--- src/rtl/uart_pkg.sv ---
`default_nettype none
// ============================================================================
// Module   : uart_pkg
// Brief    : Shared encodings, tx state enumeration and frame-length helper.
// Revision : 1.0 - initial release
// ============================================================================
package uart_pkg;

  localparam int PARITY_NONE = 0;
  localparam int PARITY_ODD  = 1;
  localparam int PARITY_EVEN = 2;

  typedef enum logic [2:0] {
    ST_IDLE   = 3'd0,
    ST_START  = 3'd1,
    ST_DATA   = 3'd2,
    ST_PARITY = 3'd3,
    ST_STOP   = 3'd4
  } tx_state_e;

  // Clock cycles a complete frame occupies the line (start + data + parity + stop).
  function automatic int frame_len(input int cpb, input int db, input int par, input int sb);
    return cpb * (1 + db + ((par != PARITY_NONE) ? 1 : 0) + sb);
  endfunction

endpackage
`default_nettype wire

--- src/rtl/uart_tx_cfg_if.sv ---
`default_nettype none
// ============================================================================
// Module   : uart_tx_cfg_if
// Brief    : Valid/ready word handshake between a producer and the transmitter.
// Revision : 1.0 - initial release
// ============================================================================
interface uart_tx_cfg_if #(
  parameter int DATA_BITS = 8
);
  logic [DATA_BITS-1:0] s_data;
  logic                 s_valid;
  logic                 s_ready;

  modport master (output s_data, output s_valid, input  s_ready);
  modport slave  (input  s_data, input  s_valid, output s_ready);
endinterface
`default_nettype wire

--- src/rtl/uart_baud_tick.sv ---
`default_nettype none
// ============================================================================
// Module   : uart_baud_tick
// Brief    : Bit-period counter; pulses bit_end on the last cycle of each bit.
// Revision : 1.0 - initial release
// ============================================================================
module uart_baud_tick #(
  parameter int CLKS_PER_BIT = 16
) (
  input  wire logic clk,
  input  wire logic rst_n,
  input  wire logic en,
  output logic      bit_end
);
  localparam int                c_cw   = (CLKS_PER_BIT > 2) ? $clog2(CLKS_PER_BIT) : 1;
  localparam logic [c_cw-1:0]   c_last = c_cw'(CLKS_PER_BIT - 1);

  logic [c_cw-1:0] r_cnt;

  // Held at zero while disabled so every frame starts on a full bit period.
  always_ff @(posedge clk or negedge rst_n) begin
    if (!rst_n) begin
      r_cnt <= '0;
    end else if (!en || (r_cnt == c_last)) begin
      r_cnt <= '0;
    end else begin
      r_cnt <= r_cnt + c_cw'(1);
    end
  end

  assign bit_end = en && (r_cnt == c_last);

endmodule
`default_nettype wire

--- src/rtl/uart_tx_cfg.sv ---
`default_nettype none
// ============================================================================
// Module   : uart_tx_cfg
// Brief    : Parametrised UART transmitter (5..9 data bits, none/odd/even
//            parity, 1 or 2 stop bits) with a valid/ready word input.
// Revision : 1.0 - initial release
// ============================================================================
module uart_tx_cfg
  import uart_pkg::*;
#(
  parameter int DATA_BITS    = 8,
  parameter int CLKS_PER_BIT = 16,
  parameter int PARITY       = PARITY_NONE,
  parameter int STOP_BITS    = 1
) (
  input  wire logic    clk,
  input  wire logic    rst_n,
  uart_tx_cfg_if.slave s_if,
  output logic         tx,
  output logic         busy,
  output logic         done
);
  localparam logic [3:0] c_last_data = 4'(DATA_BITS - 1);
  localparam logic [3:0] c_last_stop = 4'(STOP_BITS - 1);

  if ((DATA_BITS < 5) || (DATA_BITS > 9) || (CLKS_PER_BIT < 2) ||
      (PARITY < PARITY_NONE) || (PARITY > PARITY_EVEN) ||
      ((STOP_BITS != 1) && (STOP_BITS != 2))) begin : g_bad_params
    $error("uart_tx_cfg: unsupported parameter combination");
  end

  tx_state_e            r_state;
  tx_state_e            w_state_next;
  logic [DATA_BITS-1:0] r_shift;
  logic [DATA_BITS-1:0] w_shift_next;
  logic [3:0]           r_bit_cnt;
  logic                 r_par;
  logic                 r_tx;
  logic                 r_ready;
  logic                 r_busy;
  logic                 r_done;
  logic                 w_tx_next;
  logic                 w_ready_next;
  logic                 w_busy_next;
  logic                 w_done_next;
  logic                 w_accept;
  logic                 w_bit_end;
  logic                 w_baud_en;

  assign w_accept  = s_if.s_valid && r_ready;
  assign w_baud_en = (r_state != ST_IDLE);

  uart_baud_tick #(
    .CLKS_PER_BIT (CLKS_PER_BIT)
  ) u_baud (
    .clk     (clk),
    .rst_n   (rst_n),
    .en      (w_baud_en),
    .bit_end (w_bit_end)
  );

  always_ff @(posedge clk or negedge rst_n) begin
    if (!rst_n) begin
      r_state <= ST_IDLE;
    end else begin
      r_state <= w_state_next;
    end
  end

  always_comb begin
    w_state_next = r_state;
    case (r_state)
      ST_IDLE:   if (w_accept)  w_state_next = ST_START;
      ST_START:  if (w_bit_end) w_state_next = ST_DATA;
      ST_DATA:   if (w_bit_end && (r_bit_cnt == c_last_data))
                   w_state_next = (PARITY != PARITY_NONE) ? ST_PARITY : ST_STOP;
      ST_PARITY: if (w_bit_end) w_state_next = ST_STOP;
      ST_STOP:   if (w_bit_end && (r_bit_cnt == c_last_stop)) w_state_next = ST_IDLE;
      default:   w_state_next = ST_IDLE;
    endcase
  end

  // Line level is decided from the state being entered so tx lands on the bit boundary.
  always_comb begin
    w_shift_next = r_shift;
    if ((r_state == ST_IDLE) && w_accept) begin
      w_shift_next = s_if.s_data;
    end else if ((r_state == ST_DATA) && w_bit_end) begin
      w_shift_next = r_shift >> 1;
    end

    w_tx_next = 1'b1;
    case (w_state_next)
      ST_START:  w_tx_next = 1'b0;
      ST_DATA:   w_tx_next = w_shift_next[0];
      ST_PARITY: w_tx_next = r_par;
      default:   w_tx_next = 1'b1;
    endcase

    w_ready_next = (w_state_next == ST_IDLE);
    w_busy_next  = (w_state_next != ST_IDLE);
    w_done_next  = (r_state == ST_STOP) && (w_state_next == ST_IDLE);
  end

  always_ff @(posedge clk or negedge rst_n) begin
    if (!rst_n) begin
      r_shift   <= '0;
      r_bit_cnt <= '0;
      r_par     <= 1'b0;
      r_tx      <= 1'b1;
      r_ready   <= 1'b1;
      r_busy    <= 1'b0;
      r_done    <= 1'b0;
    end else begin
      r_shift <= w_shift_next;
      r_tx    <= w_tx_next;
      r_ready <= w_ready_next;
      r_busy  <= w_busy_next;
      r_done  <= w_done_next;
      if (w_accept) begin
        r_par <= (^s_if.s_data) ^ (PARITY == PARITY_ODD);
      end
      // One counter serves both data bits and stop bits; it restarts on every state change.
      if (w_bit_end) begin
        r_bit_cnt <= (w_state_next != r_state) ? 4'd0 : (r_bit_cnt + 4'd1);
      end
    end
  end

  assign s_if.s_ready = r_ready;
  assign tx           = r_tx;
  assign busy         = r_busy;
  assign done         = r_done;

`ifndef SYNTHESIS
  int r_frame_cycles;

  always_ff @(posedge clk or negedge rst_n) begin
    if (!rst_n) begin
      r_frame_cycles <= 0;
    end else if (r_busy) begin
      r_frame_cycles <= r_frame_cycles + 1;
    end else begin
      r_frame_cycles <= 0;
    end
  end

  always_ff @(posedge clk) begin
    if (rst_n && r_done) begin
      assert (r_frame_cycles == frame_len(CLKS_PER_BIT, DATA_BITS, PARITY, STOP_BITS));
    end
  end
`endif

endmodule
`default_nettype wire

--- src/flat_wrapper.sv ---
// flat-port wrapper written by rule: the top's interface ports become plain ports
module uart_tx_cfg_flat import uart_pkg::*;
#(
  parameter int DATA_BITS    = 8,
  parameter int CLKS_PER_BIT = 16,
  parameter int PARITY       = PARITY_NONE,
  parameter int STOP_BITS    = 1
)
  (clk, rst_n, tx, busy, done, s_if_s_data, s_if_s_valid, s_if_s_ready);
  uart_tx_cfg_if #(.DATA_BITS(DATA_BITS)) s_if_i ();
  input  wire logic clk;
  input  wire logic rst_n;
  output logic tx;
  output logic busy;
  output logic done;
  input wire logic [$bits(s_if_i.s_data)-1:0] s_if_s_data;
  input wire logic [$bits(s_if_i.s_valid)-1:0] s_if_s_valid;
  output wire logic [$bits(s_if_i.s_ready)-1:0] s_if_s_ready;
  assign s_if_i.s_data = s_if_s_data;
  assign s_if_i.s_valid = s_if_s_valid;
  assign s_if_s_ready = s_if_i.s_ready;
  uart_tx_cfg #(.DATA_BITS(DATA_BITS), .CLKS_PER_BIT(CLKS_PER_BIT), .PARITY(PARITY), .STOP_BITS(STOP_BITS)) u_core (.clk(clk), .rst_n(rst_n), .s_if(s_if_i), .tx(tx), .busy(busy), .done(done));
endmodule
--- config.mk ---
export PLATFORM = sky130hd
export DESIGN_NAME = uart_tx_cfg_flat
export DESIGN_NICKNAME = d
export VERILOG_FILES = /design/src/rtl/uart_pkg.sv /design/src/rtl/uart_tx_cfg_if.sv /design/src/rtl/uart_baud_tick.sv /design/src/rtl/uart_tx_cfg.sv /design/src/flat_wrapper.sv
export SDC_FILE = /design/constraint.sdc
export NUM_CORES = 1
export LEC_CHECK = 0
export CAP_MARGIN = 5
export CORE_MARGIN = 1.5
export CORE_UTILIZATION = 29
export DETAILED_ROUTE_END_ITERATION = 12
export GPL_TIMING_DRIVEN = 0
export RECOVER_POWER = 50
export REMOVE_ABC_BUFFERS = 1
export SLEW_MARGIN = 30
export SYNTH_ARGS = -nofsm -noshare
export SYNTH_HDL_FRONTEND = slang
export SYNTH_SLANG_ARGS = --single-unit
--- constraint.sdc ---
create_clock -name clk -period 2.1 [get_ports clk]
set_input_delay 0.315 -clock clk [delete_from_list [all_inputs] [get_ports clk]]
set_output_delay 0.315 -clock clk [all_outputs]
set_load 0.01 [all_outputs]
==> results.sh <==
export IMPL_async_flop_share_pct=100
export IMPL_synth_largest_area_cell="dfrtp_1"
export IMPL_power_density_nw_per_um2=1160
export IMPL_start_util_pct=30.8
export IMPL_hp_class="in -> async"
export IMPL_ys_seq_area_share_pct=48.2
export IMPL_postSynthAreaPerCell_um2=10.5
export IMPL_die_w_um=68.7
export IMPL_clk_latency_ps=270
export IMPL_ant_nets=0
export IMPL_cts_root_buffer="clkbuf_8"
export IMPL_wire_per_inst_um=13.6
export IMPL_hold_viol=0
export IMPL_synth_top_area_share_pct=44.0
export IMPL_clock_sinks=24
export IMPL_r2r_start="u_core.u_baud.r_cnt[0]"
export IMPL_num_nets_final=149
export IMPL_vias_per_cell=4.90
export IMPL_seq_area_um2=603
export IMPL_period_minus_slack_ps=1800
export IMPL_setup_tns_ps=0
export IMPL_antennaDiodeCount=0
export IMPL_io_pins=15
export IMPL_syn_to_final_growth_pct=17.9
export IMPL_cts_setup_buffers=0
export IMPL_pre_cts_ws_ps=334
export IMPL_reg2reg_depth=5
export IMPL_internal_power_mw=1.10
export IMPL_synth_area_um2=1250
export IMPL_core_um2=4060
export IMPL_drcViolationCount=0
export IMPL_dpl_hpwl_mm=1.80
export IMPL_fill_cells=404
export IMPL_htree_levels=1
export IMPL_tightestPinTransition_ps=1280
export IMPL_cts_resized=0
export IMPL_synth_ff_type="dfrtp_1"
export IMPL_tritoncts="done"
export IMPL_seq_power_share_pct=47.7
export IMPL_skew_ps=5.89
export IMPL_synth_warnings=0
export IMPL_crit_path_end_kind="register"
export IMPL_power_total_mw=1.71
export IMPL_cts_clk_slew_worst_paths_ps=90
export IMPL_reg2reg_to="u_core.busy"
export IMPL_critPathMaxFanout=7
export IMPL_design_area_um2=1470
export IMPL_combPwrFrac_pct=33.8
export IMPL_dr_pass1_iters=4
export IMPL_status="finished, final reports clean"
export IMPL_vdd_ir_drop_max_mv=0.306
export IMPL_worst_setup_path_type="reg -> reg"
export IMPL_yosysMostFrequentCell="dfrtp_1"
export IMPL_max_freq_mhz=556
export IMPL_port_buffers=14
export IMPL_rows=23
export IMPL_cp_required_ps=2260
export IMPL_finalCritPeriodShare_pct=85.7
export IMPL_groute_usage_overall_pct=13.0
export IMPL_ys_types=39
export IMPL_netlist_instances=119
export IMPL_holdBufCountCts=0
export IMPL_grt_max_degree=25
export IMPL_grt_overflow=0
export IMPL_antenna_found_initial=0
export IMPL_routed_wl_mm=2.51
export IMPL_finalSetupViolCount=0
export IMPL_die_area_um2=4710
export IMPL_p_switching_uw=602
export IMPL_clkPwrFrac_pct=18.5
export IMPL_final_max_slew_viol_count=0
export IMPL_max_clock_path_buffers=2
export IMPL_drt_iter0_drc=55
export IMPL_cts_buffers=3
export IMPL_setup_slack_ps=300
export IMPL_p_leak_nw=0.619
export IMPL_ys_seq_elements=24
export IMPL_synth_edff_count=0
export IMPL_routabilityCongestion=0.736
export IMPL_arrival_ps=1960
export IMPL_grt_pass1_vias=914
export IMPL_rsz0062_at_grt="no"
export IMPL_die_h_um=68.7
export IMPL_synthTopCellsByArea="dfrtp_1 (44%), xnor2_1 (5.6%), nand2_1 (5.1%)"
export IMPL_grt_pass1_wl_mm=4.46
export IMPL_max_slew_margin_pct=15.0
export IMPL_place_area_um2=1420
export IMPL_multi_input_area_um2=601
export IMPL_ys_top_cells_by_count="dfrtp_1 (22), nand2_1 (17), xnor2_1 (8)"
export IMPL_ff2ff_setup_slack_ps=300
export IMPL_route_vias_total=901
export IMPL_p_sw_share_pct=35.3
export IMPL_drive_gt1_share_pct=10.4
export IMPL_drv_cap=0
export IMPL_worstSetupStartpointType="register"
[how the worst max path moves through the flow]
stage                           start          end  depth (start not counted)
2_1_floorplan  u_core.u_baud.r_cnt[0]  u_core.busy                          5
3_3_place_gp             s_if_s_valid  u_core.busy                          5
3_5_place_dp   u_core.u_baud.r_cnt[0]  u_core.busy                          5
4_1_cts        u_core.u_baud.r_cnt[0]  u_core.busy                          5
5_1_grt        u_core.u_baud.r_cnt[0]  u_core.busy                          5
6_report       u_core.u_baud.r_cnt[0]  u_core.busy                          5
[critical path: stages (launching register included)]
cell	delay (ps)
dfrtp_1	390
ha_1	260
and3_1	330
a211o_1	200
o21ai_1	130
or3_1	390
[power by group through the flow]
stage	Sequential, mW	Combinational [mW]	Clock [mW]
floorplan	0.799	0.400	0
global placement	0.812	0.565	0
detailed placement	0.821	0.575	0
CTS	0.815	0.586	0.332
global route	0.844	0.660	0.354
finish	0.813	0.576	0.316
[kinds of logic after synthesis]
group	count (synthesis)	share of synthesized area [%]
XOR/XNOR	9	6.31
AO/OA/AOI/OAI	25	16.2
flip-flops	24	48.2
multiplexers	2	1.60
buffers and inverters	8	3.70
AND/OR/NAND/NOR	48	20.9
adder cells (fa/ha/maj)	3	3.00
[sequential cells by signal (all words and copies together), names as in the netlist, 3 cells and up]
register / count
u_core.r_bit_cnt: 4
u_core.r_shift: 8
u_core.r_state: 3
u_core.u_baud.r_cnt: 4
[per-layer routing]
metal | up-vias | share of wire, % | global-route usage [%]
met5 | - | 0 | 0
met4 | 0 | 0.96 | 5.25
met3 | 4 | 4.2 | 3.90
met2 | 16 | 43 | 19.2
met1 | 427 | 52 | 17.5
li1 | 454 | - | -
[through the flow]
| step | instances | hold slack (ps) | util (%) |
|---|---|---|---|
| finish | 184 | 295 | 36.3 |
| global route | 184 | 400 | 36.3 |
| CTS | 184 | 25.0 | 36.4 |
| detailed placement | 180 | 329 | 35.0 |
| global placement | 180 | 446 | 35.1 |
| floorplan | 116 | 19.4 | - |
[layout make-up]
class	count	share of cell area, %
Sequential cell	24	40.9
Tap cell	50	4.24
Multi-Input combinational cell	87	40.7
Timing Repair Buffer	14	9.08
Clock buffer	4	3.74
Inverter	5	1.27
[layout by cell type, fill, tap and decap left out, types with 4 or more instances in the layout]
| cell | instances |
|---|---|
| clkdlybuf4s50_1 | 12 |
| o21ai_0 | 7 |
| clkbuf_8 | 4 |
| nor2_1 | 5 |
| nand2_1 | 17 |
| xnor2_1 | 8 |
| nand3_1 | 4 |
| inv_1 | 5 |
| a22oi_1 | 5 |
| dfrtp_1 | 22 |
Power figures use the tool's default switching activity.
